File: config.mk
export PLATFORM = sky130hd
export DESIGN_NAME = psr_cond_unit
export DESIGN_NICKNAME = d
export VERILOG_FILES = /design/src/rtl/psr_cond_unit_pkg.sv /design/src/rtl/psr_cond_unit_cond_eval.sv /design/src/rtl/psr_cond_unit.sv
export SDC_FILE = /design/constraint.sdc
export NUM_CORES = 1
export LEC_CHECK = 0
export CAP_MARGIN = 5
export CORE_MARGIN = 1
export CORE_UTILIZATION = 45
export CTS_CLUSTER_DIAMETER = 60
export DETAILED_ROUTE_END_ITERATION = 16
export PLACE_DENSITY = 0.8
export SETUP_SLACK_MARGIN = 0.05
export SLEW_MARGIN = 10
export SYNTH_ARGS = -nofsm -noshare
export SYNTH_HDL_FRONTEND = slang
export SYNTH_SLANG_ARGS = --single-unit
File: constraint.sdc
create_clock -name clk -period 3.95 [get_ports clk]
set_clock_uncertainty 0.2 [all_clocks]
set_input_delay 0.79 -clock clk [delete_from_list [all_inputs] [get_ports clk]]
set_output_delay 0.79 -clock clk [all_outputs]
set_load 0.02 [all_outputs]
File: src/rtl/psr_cond_unit_pkg.sv
// Shared definitions for the PSR / condition-code unit: flag bit map, condition codes and
// shadow-state encoding.
package psr_cond_unit_pkg;

    localparam int PSR_W  = 5;
    localparam int COND_W = 4;

    // Flag bit positions within the PSR, {N,Z,F,L,C} = [4:0]
    localparam int PSR_C = 0;
    localparam int PSR_L = 1;
    localparam int PSR_F = 2;
    localparam int PSR_Z = 3;
    localparam int PSR_N = 4;

    typedef enum logic [COND_W-1:0] {
        COND_EQ = 4'd0,  COND_NE = 4'd1,  COND_CS = 4'd2,  COND_CC = 4'd3,
        COND_HI = 4'd4,  COND_LS = 4'd5,  COND_GT = 4'd6,  COND_LE = 4'd7,
        COND_FS = 4'd8,  COND_FC = 4'd9,  COND_LO = 4'd10, COND_HS = 4'd11,
        COND_LT = 4'd12, COND_GE = 4'd13, COND_UC = 4'd14, COND_NV = 4'd15
    } condCode_e;

    typedef enum logic {
        SH_IDLE = 1'b0,
        SH_HELD = 1'b1
    } shadowState_e;

    // Apply a masked ALU flag write on top of the current flags
    function automatic logic [PSR_W-1:0] mergeFlags(
        input logic [PSR_W-1:0] oldFlags,
        input logic [PSR_W-1:0] newFlags,
        input logic [PSR_W-1:0] writeMask
    );
        return (oldFlags & ~writeMask) | (newFlags & writeMask);
    endfunction

endpackage

File: src/rtl/psr_cond_unit_cond_eval.sv
// Combinational condition-code evaluator: flags + 4-bit code -> condition true.
// Shared with the Scond decode path, so it holds no state.
module cond_eval
    import psr_cond_unit_pkg::*;
(
    input  logic [PSR_W-1:0]  flags,
    input  logic [COND_W-1:0] code,
    output logic              isTrue
);

    logic flagC, flagL, flagF, flagZ, flagN;

    assign flagC = flags[PSR_C];
    assign flagL = flags[PSR_L];
    assign flagF = flags[PSR_F];
    assign flagZ = flags[PSR_Z];
    assign flagN = flags[PSR_N];

    always_comb begin
        // NOTE: default assigned before the case so no path through this block infers a latch.
        isTrue = 1'b0;
        case (condCode_e'(code))
            COND_EQ: isTrue = flagZ;
            COND_NE: isTrue = !flagZ;
            COND_CS: isTrue = flagC;
            COND_CC: isTrue = !flagC;
            COND_HI: isTrue = flagL;
            COND_LS: isTrue = !flagL;
            COND_GT: isTrue = flagN;
            COND_LE: isTrue = !flagN;
            COND_FS: isTrue = flagF;
            COND_FC: isTrue = !flagF;
            COND_LO: isTrue = !flagZ && !flagL;
            COND_HS: isTrue = flagZ || flagL;
            COND_LT: isTrue = !flagZ && !flagN;
            COND_GE: isTrue = flagZ || flagN;
            COND_UC: isTrue = 1'b1;
            COND_NV: isTrue = 1'b0;
            default: isTrue = 1'b0;
        endcase
    end

endmodule

File: src/rtl/psr_cond_unit.sv
// Architectural PSR with masked ALU flag writes, a one-deep interrupt shadow, and a
// registered condition-code query pipe for the branch unit.
module psr_cond_unit
    import psr_cond_unit_pkg::*;
#(
    parameter int PSRW   = PSR_W,
    parameter int CONDW  = COND_W,
    parameter bit BYPASS = 1'b1
) (
    input  logic             clk,
    input  logic             reset,
    input  logic [PSRW-1:0]  flagIn,
    input  logic [PSRW-1:0]  flagWe,
    input  logic             aluValid,
    input  logic             intEntry,
    input  logic             intReturn,
    input  logic             condValid,
    input  logic [CONDW-1:0] condCode,
    output logic [PSRW-1:0]  psr,
    output logic             condDone,
    output logic             condTrue,
    output logic             shadowVld
);

    shadowState_e    state, stateNext;
    logic [PSRW-1:0] shadow, shadowNext, psrNext;
    logic [PSRW-1:0] updFlags, effFlags;
    logic            condResult;

    // updFlags equals psr whenever no ALU write is pending
    assign updFlags = aluValid ? mergeFlags(psr, flagIn, flagWe) : psr;
    assign effFlags = BYPASS ? updFlags : psr;

    cond_eval u_condEval (
        .flags  (effFlags),
        .code   (condCode),
        .isTrue (condResult)
    );

    always_comb begin
        stateNext  = state;
        psrNext    = updFlags;
        shadowNext = shadow;
        if (intReturn && state == SH_HELD) begin
            psrNext   = shadow;
            stateNext = SH_IDLE;
        end else if (intEntry) begin
            // A nested entry keeps the original snapshot but still clears the live PSR
            psrNext = '0;
            if (state == SH_IDLE) begin
                shadowNext = updFlags;
                stateNext  = SH_HELD;
            end
        end
    end

    always_ff @(posedge clk) begin
        // NOTE: non-blocking assignments for all registered state so every flop samples pre-edge values.
        if (reset) begin
            state  <= SH_IDLE;
            psr    <= '0;
            shadow <= '0;
        end else begin
            state  <= stateNext;
            psr    <= psrNext;
            shadow <= shadowNext;
        end
    end

    always_ff @(posedge clk) begin
        if (reset) begin
            condDone <= 1'b0;
            condTrue <= 1'b0;
        end else begin
            condDone <= condValid;
            if (condValid) condTrue <= condResult;
        end
    end

    assign shadowVld = (state == SH_HELD);

endmodule
==> results_dict.tcl, run 1 <==
set metrics [dict create \
    clk_pin_slew_ps 80 \
    wirelength_mm 1.83 \
    holdPathStages 2 \
    mostFrequentLayoutCell "clkdlybuf4s50_1" \
    drt_first_pass_iters 12 \
    synth-seq-area-share_pct 32.9 \
    tightest_slew_ps 652 \
    clkLatencyLatePin_ps 280 \
    design.portCount 28 \
    worstPathArrival_ps 2600 \
    grt_first_pass_wirelength_mm 2.93 \
    num_antenna_cells 0 \
    finalInstanceArea_um2 1060 \
    failed_checks "design-rule violations" \
    n_fill_cell 131 \
    rows 14 \
    post-route-worst-setup-slack_ps 1350 \
    critical_path.startpoint_type "input pin" \
    post-cts-setup-buffer-count 0 \
    drt-wirelength-per-cell_um 13.5 \
    leakagePower_uw 0.000405 \
    seq_cells_post_synth 13 \
    final_antenna_net_count 0 \
    postPlaceCellArea_um2 1040 \
    cts_repair_resize_count 0 \
    floorplan.initialDensity_pct 50.2 \
    worst_path_cell_chain "clkdlybuf4s50_1, and3_4, or4_4, a311oi_2, o22ai_1, a211oi_2" \
    grt_start_max_net_pins 14 \
    layout-drive-gt1-share_pct 10.0 \
    design.final.nets 141 \
    ctsLongestPathBuffers 2 \
    tightest_hold_check_type "reg -> reg" \
    synth.lib_cells_used.distinct 38 \
    worst_path_max_delay_cell "clkdlybuf4s50_1" \
    placement.setup.worst_slack_ps 1080 \
    setup_total_negative_slack_ps 0 \
    min_period_ps 2600 \
    dp_hpwl_mm 1.40 \
    hold_ws_ps 303 \
    final_min_period_over_clock_period_pct 65.7 \
    die_area_um2 1930 \
    floorplan.die.width_um 43.9 \
    port_buffers 27 \
    power_uw 303 \
    tritoncts "built" \
    syn-num-nets 115 \
    synth.avg_cell_area_um2 8.32 \
    drt-initial-drc-count 32 \
    maximum_ir_drop_on_the_vdd_rail_mv 0.199 \
    critPathMaxStageDelay_ps 580 \
    timing.reg2reg.worst_path_depth 5 \
    maxSlewViolCount 0 \
    grt_usage_pct 20.4 \
    via_per_inst 5.90 \
    initial_antenna_violation_count 0 \
    mapped_area_um2 791 \
    critical_path.endpoint_type "flip-flop" \
    numCtsBuffers 3 \
    flow.area_growth_from_synthesis_pct 34.3 \
    grt_setup_unrepaired "no" \
    timing.slew.headroom_pct 56.4 \
    critPathKind "in -> reg" \
    power_density_of_the_placed_cells_nw_per_um2 285 \
    regToRegSetupSlack_ps 2290 \
    global_route.overflow_total 0 \
    final_cell_mix "clkdlybuf4s50_1, nor2_1, dfxtp_1" \
    gp_congestion 0.824 \
    number_of_vias_after_detailed_routing 803 \
    path_max_fanout 9 \
    max_cap_viol_count 0 \
    final-setup-viol-count 0 \
    clock_sink_count 13 \
    required_ps 3950 \
    vias_in_the_first_global_route 715 \
    fmax_ghz 0.385 \
    postCtsHoldBufs 0 \
    netlist_instances 95 \
    synth-warning-count 0 \
    run_status "finished with violations" \
    dieHeight_um 43.9 \
    remaining_drcs 1 \
    htreeDepth 1 \
    fp.coreArea_um2 1580 \
    timing.final.hold_violations 0 \
    clock-root-buffer "clkbuf_4" \
]
-- routing by layer --
| layer | routed length, µm | up-vias | global-route usage (%) |
|---|---|---|---|
| li1 | - | 404 | - |
| met1 | 782 | 367 | 22.6 |
| met2 | 912 | 30 | 36.7 |
| met3 | 116 | 2 | 7.92 |
| met4 | 19 | 0 | 4.85 |
| met5 | 0 | - | 0 |
-- cell usage after synthesis --
cell,count,area (µm²)
a211oi_1,5,37.5
a211oi_2,1,12.5
a21bo_2,3,30.0
a21boi_1,1,7.51
a21oi_1,2,10.0
a22oi_1,4,30.0
a311oi_1,3,26.3
a311oi_2,1,15.0
and2_1,2,12.5
and3_1,2,12.5
and3_4,1,11.3
and3b_1,1,8.76
and4_1,1,8.76
buf_2,1,5.00
buf_6,1,11.3
clkbuf_1,2,7.51
clkbuf_4,1,7.51
clkbuf_8,1,13.8
clkinv_2,1,5.00
dfxtp_1,13,260
inv_1,2,7.51
mux2_2,1,11.3
mux2i_1,2,20.0
nand2_1,7,26.3
nand3_1,5,25.0
nand4_1,1,6.26
nor2_1,15,56.3
nor2b_1,2,12.5
nor3_1,3,15.0
nor3b_1,1,7.51
nor4_1,1,6.26
o22ai_1,2,12.5
o2bb2ai_1,1,8.76
o311ai_0,1,8.76
o31ai_1,1,7.51
or2_1,1,6.26
or4_4,1,11.3
xor2_1,1,8.76
-- flip-flops by register name, indices dropped and copies added, names as in the netlist --
signal	flops
psr	5
shadow	5
condDone	1
condTrue	1
shadowVld	1
-- path summary, 6_finish.rpt --
| check | startpoint | to |
|---|---|---|
| max | aluValid | condTrue |
| min | shadow[0] | psr[0] |
| max reg2reg | psr[4] | condTrue |
| min reg2reg | shadow[0] | psr[0] |
-- layout make-up --
type / count / area (µm²) / area share (%)
Multi-Input combinational cell: 73 / 473 / 44.5
Timing Repair Buffer: 27 / 270 / 25.4
Sequential cell: 13 / 260 / 24.5
Clock buffer: 4 / 26.3 / 2.47
Tap cell: 16 / 20.0 / 1.88
Inverter: 3 / 12.5 / 1.18
-- worst max-delay path, delay by kind of cell --
kind                   cells  cell delay [ps]
AOI/OAI and AO/OA          3              500
buffers and inverters      1              580
and+or+nand+nor            2              730
-- stage by stage --
stage	instances	utilization [%]
after floorplan	95	-
after global placement	132	65.7
after detailed placement	132	65.7
after CTS	136	67.4
after global routing	136	67.4
final	136	67.4
-- report_power, final --
group	total (µW)	switching, µW	leakage (µW)	internal (µW)
logic	78.9	38.2	0.000283	40.7
clock network	81.8	42.6	0.0000150	39.2
registers	142	3.58	0.000107	138
-- kinds of logic after synthesis --
| logic type | Yosys count | share of synthesized area [%] |
|---|---|---|
| and+or+nand+nor | 44 | 28.6 |
| AOI/OAI and AO/OA | 25 | 26.1 |
| DFF | 13 | 32.9 |
| buffers and inverters | 9 | 7.28 |
| muxes | 3 | 3.96 |
| xor gates and xnor gates | 1 | 1.11 |
(Power assumes the default switching activity.)
==> run 2: changes to the inputs <==
Settings changed: CORE_UTILIZATION 45 to 43, PLACE_DENSITY 0.8 to 0.77.
Clock period 3.95 ns to 2.6 ns, I/O delays scaled along.
==> results_dict.tcl, run 2 (same netlist as run 1, synthesis figures left out) <==
set metrics [dict create \
    setup_total_negative_slack_ps 0 \
    final_min_period_over_clock_period_pct 85.4 \
    drt-wirelength-per-cell_um 11.9 \
    required_ps 2600 \
    crit_family "buffers and inverters" \
    global_route.overflow_total 0 \
    num_antenna_cells 0 \
    maxSlewViolCount 0 \
    tightest_slew_ps 492 \
    design.portCount 28 \
    reg.largest.list "psr (5), shadow (5)" \
    fp.coreArea_um2 1730 \
    path_max_fanout 5 \
    mostFrequentLayoutCell "clkdlybuf4s50_1" \
    critPathKind "in -> reg" \
    final-setup-viol-count 0 \
    design.final.nets 146 \
    power_uw 463 \
    floorplan.initialDensity_pct 45.8 \
    flow.area_growth_from_synthesis_pct 40.5 \
    postCtsHoldBufs 0 \
    floorplan.die.width_um 44.9 \
    placement.setup.worst_slack_ps 86.5 \
    grt_first_pass_wirelength_mm 2.91 \
    ctsLongestPathBuffers 2 \
    cts_repair_resize_count 0 \
    htreeDepth 1 \
    worstPathArrival_ps 2220 \
    grt_usage_pct 19.9 \
    max_cap_viol_count 0 \
    die_area_um2 2010 \
    gp_congestion 0.786 \
    post-cts-setup-buffer-count 0 \
    drt-initial-drc-count 22 \
    numCtsBuffers 3 \
    run_status "complete, no violations" \
    drt_first_pass_iters 4 \
    post-route-worst-setup-slack_ps 379 \
    timing.slew.headroom_pct 67.1 \
    leakagePower_uw 0.000429 \
    vias_in_the_first_global_route 716 \
    dieHeight_um 44.9 \
    port_buffers 27 \
    via_per_inst 5.45 \
    initial_antenna_violation_count 0 \
    wirelength_mm 1.79 \
    remaining_drcs 0 \
    dp_hpwl_mm 1.41 \
    clock-root-buffer "clkbuf_4" \
    maximum_ir_drop_on_the_vdd_rail_mv 0.347 \
    clk_pin_slew_ps 80 \
    min_period_ps 2220 \
    number_of_vias_after_detailed_routing 817 \
    tritoncts "built" \
    cp_num_buf_inv 2 \
    layout-drive-gt1-share_pct 13.6 \
    critical_path.endpoint_type "flip-flop" \
    timing.final.hold_violations 0 \
    worst_path_cell_chain "clkdlybuf4s50_1, clkinv_2, or4_4, a311oi_2, o22ai_1, a211oi_2" \
    clkLatencyLatePin_ps 280 \
    critPathMaxStageDelay_ps 560 \
    rows 15 \
    final_antenna_net_count 0 \
    grt_setup_unrepaired "no" \
    worst_path_max_delay_cell "clkdlybuf4s50_1" \
    grt_start_max_net_pins 14 \
    tightest_hold_check_type "reg -> reg" \
    fmax_ghz 0.450 \
    final_cell_mix "clkdlybuf4s50_1, nor2_1, dfxtp_1" \
    clock_sink_count 13 \
    critical_path.startpoint_type "input pin" \
    power_density_of_the_placed_cells_nw_per_um2 416 \
]
-- run 2: changes by cell type in the layout (fill, tap and decap cells not counted), sizes merged --
cell	before	now
buf	0	5
-- run 2: area by class of cell --
cell class | instances | area (µm²)
multi-input cells | 73 | 473
fillers | 159 | 616
well taps | 25 | 31.3
flip-flops and latches | 13 | 260
repair buffers | 32 | 308
inverters | 3 | 12.5
clock buffers | 4 | 26.3
-- run 2: stage by stage --
step	utilization [%]	hold slack [ps]	instances	cell area [µm²]
floorplan	-	258	95	791
global placement	62.8	275	146	1080
detailed placement	62.8	283	146	1080
CTS	64.3	298	150	1110
global route	64.3	332	150	1110
finish	64.3	298	150	1110
-- run 2: path summary, 6_finish.rpt --
check,slack [ps],start,to,cells after the start
worst max-delay path,380,condCode[2],condTrue,6
worst min-delay path,300,shadow[0],psr[0],2
worst max register to register,930,psr[4],condTrue,5
worst min register to register,300,shadow[0],psr[0],2
-- run 2: where the power goes --
part	leakage (µW)	internal (µW)	switching (µW)
Combinational	0.000308	67.1	58.0
Clock	0.0000150	59.6	62.3
Sequential	0.000107	210	5.32
-- run 2: tightest hold or removal path, stage by stage, from the launching register on --
cell and delay, ps:
dfxtp_1 330, a21oi_1 60, nor2_1 70
-- run 2: per-layer routing --
| layer | vias to the layer above | GRT usage [%] | wire [µm] |
|---|---|---|---|
| li1 | 414 | - | - |
| met1 | 371 | 22.0 | 814 |
| met2 | 28 | 35.9 | 842 |
| met3 | 4 | 6.00 | 111 |
| met4 | 0 | 7.27 | 21 |
| met5 | - | 0 | 0 |
==> run 3: changes to the inputs <==
Settings changed: CORE_UTILIZATION 43 to 45, MAX_ROUTING_LAYER set to met4, PLACE_DENSITY 0.77 to 0.8, RECOVER_POWER set to 50.
Clock period 2.6 ns to 2.67 ns, I/O delays scaled along.
==> results_dict.tcl, run 3 (same netlist as run 1, synthesis figures left out) <==
set metrics [dict create \
    run_status "finished with violations" \
    failed_checks "design-rule violations" \
    number_of_vias_after_detailed_routing 818 \
    clkLatencyLatePin_ps 280 \
    finalInstanceArea_um2 1080 \
    floorplan.die.width_um 43.9 \
    drt-initial-drc-count 23 \
    remaining_drcs 1 \
    dp_hpwl_mm 1.44 \
    design.portCount 28 \
    holdPathStages 2 \
    setup_total_negative_slack_ps 0 \
    path_max_fanout 3 \
    numCtsBuffers 3 \
    grt_usage_pct 21.9 \
    ctsLongestPathBuffers 2 \
    critical_path.endpoint_type "flip-flop" \
    htreeDepth 1 \
    regToRegSetupSlack_ps 940 \
    die_area_um2 1930 \
    drt-wirelength-per-cell_um 13.5 \
    timing.slew.headroom_pct 65.1 \
    initial_antenna_violation_count 0 \
    critical_path.reg2reg.startpoint "psr[4]" \
    worstPathArrival_ps 2290 \
    mostFrequentLayoutCell "clkdlybuf4s50_1" \
    power_density_of_the_placed_cells_nw_per_um2 422 \
    clk_pin_slew_ps 90 \
    place.detailed.instances 135 \
    reg.largest.list "psr (5), shadow (5)" \
    worst_r2r_endpoint "condTrue" \
    maxSlewViolCount 0 \
    fp.coreArea_um2 1580 \
    min_from "shadow[0]" \
    fmax_ghz 0.438 \
    final_cell_mix "clkdlybuf4s50_1, nor2_1, dfxtp_1" \
    layout-drive-gt1-share_pct 12.2 \
    tightest_slew_ps 521 \
    dieHeight_um 43.9 \
    critPathKind "in -> reg" \
    drt_first_pass_iters 12 \
    via_per_inst 5.88 \
    tightest_hold_check_type "reg -> reg" \
    clock_sink_count 13 \
    gp_congestion 0.820 \
    flow.area_growth_from_synthesis_pct 36.7 \
    timing.final.hold_violations 0 \
    grt_first_pass_wirelength_mm 3.01 \
    hold_ws_ps 304 \
    finish.utilization_pct 68.6 \
    post_layout_nonfiller_instances 139 \
    required_ps 2670 \
    leakagePower_uw 0.000422 \
    wirelength_mm 1.87 \
    max_cap_viol_count 0 \
    global_route.overflow_total 0 \
    vias_in_the_first_global_route 699 \
    post-cts-setup-buffer-count 0 \
    timing.reg2reg.worst_path_depth 5 \
    postPlaceCellArea_um2 1060 \
    grt_start_max_net_pins 14 \
    cts_repair_resize_count 0 \
    hold-path-endpoint "psr[0]" \
    num_antenna_cells 0 \
    port_buffers 27 \
    critical_path.startpoint_type "input pin" \
    grt_setup_unrepaired "no" \
    design.final.nets 144 \
    floorplan.initialDensity_pct 50.2 \
    min_period_ps 2290 \
    tritoncts "built" \
    maximum_ir_drop_on_the_vdd_rail_mv 0.287 \
    final-setup-viol-count 0 \
    rows 14 \
    final_antenna_net_count 0 \
    clock-root-buffer "clkbuf_4" \
    postCtsHoldBufs 0 \
    final_min_period_over_clock_period_pct 85.6 \
]
-- run 3: changes by cell type in the layout (fill, tap and decap cells not counted), sizes merged --
cell           previous run  this run
dlygate4sd3               0         2
clkbuf                    4         3
buf                       5         3
clkdlybuf4s50            27        25
clkinv                    1         2
-- run 3: worst max-delay path by stage --
| stage | from | to | slack [ps] | cells after the start |
|---|---|---|---|---|
| finish | aluValid | condTrue | 380 | 6 |
| global route | aluValid | condTrue | 290 | 6 |
| CTS | condCode[2] | condTrue | 420 | 6 |
| detailed placement | condCode[2] | condTrue | 140 | 6 |
| global placement | condCode[2] | condTrue | 200 | 6 |
| floorplan | aluValid | condTrue | 660 | 6 |
-- run 3: cell type report --
cell class	instances	area, µm²
well taps	16	20.0
repair buffers	30	293
inverters	3	12.5
clock inverters	1	5.00
fillers	142	495
clock buffers	3	22.5
multi-input cells	73	468
flip-flops and latches	13	260
-- run 3: metrics by stage --
step | power, µW | setup slack, ps
after floorplan | 281 | 663
after global placement | 332 | 204
after detailed placement | 335 | 143
after CTS | 459 | 419
after global routing | 478 | 295
final | 456 | 385
-- run 3: power by group --
group	internal, µW	total (µW)	leakage [µW]	switching (µW)
Sequential	205	211	0.000107	5.82
Combinational	62.1	119	0.000298	56.6
Clock	55.6	127	0.0000177	71.3
-- run 3: critical path: stages --
cell           delay, ps
dlygate4sd3_1        560
and3_1               180
or2_0                280
o311ai_0             350
o2bb2ai_1            150
a211oi_2             220
-- run 3: per-layer routing --
metal	up-vias	share of wire, %	global-route usage, %
met1	386	46	25.1
li1	407	-	-
met2	23	49	37.6
met4	0	0.48	5.45
met3	2	4.8	6.25
met5	-	0	-
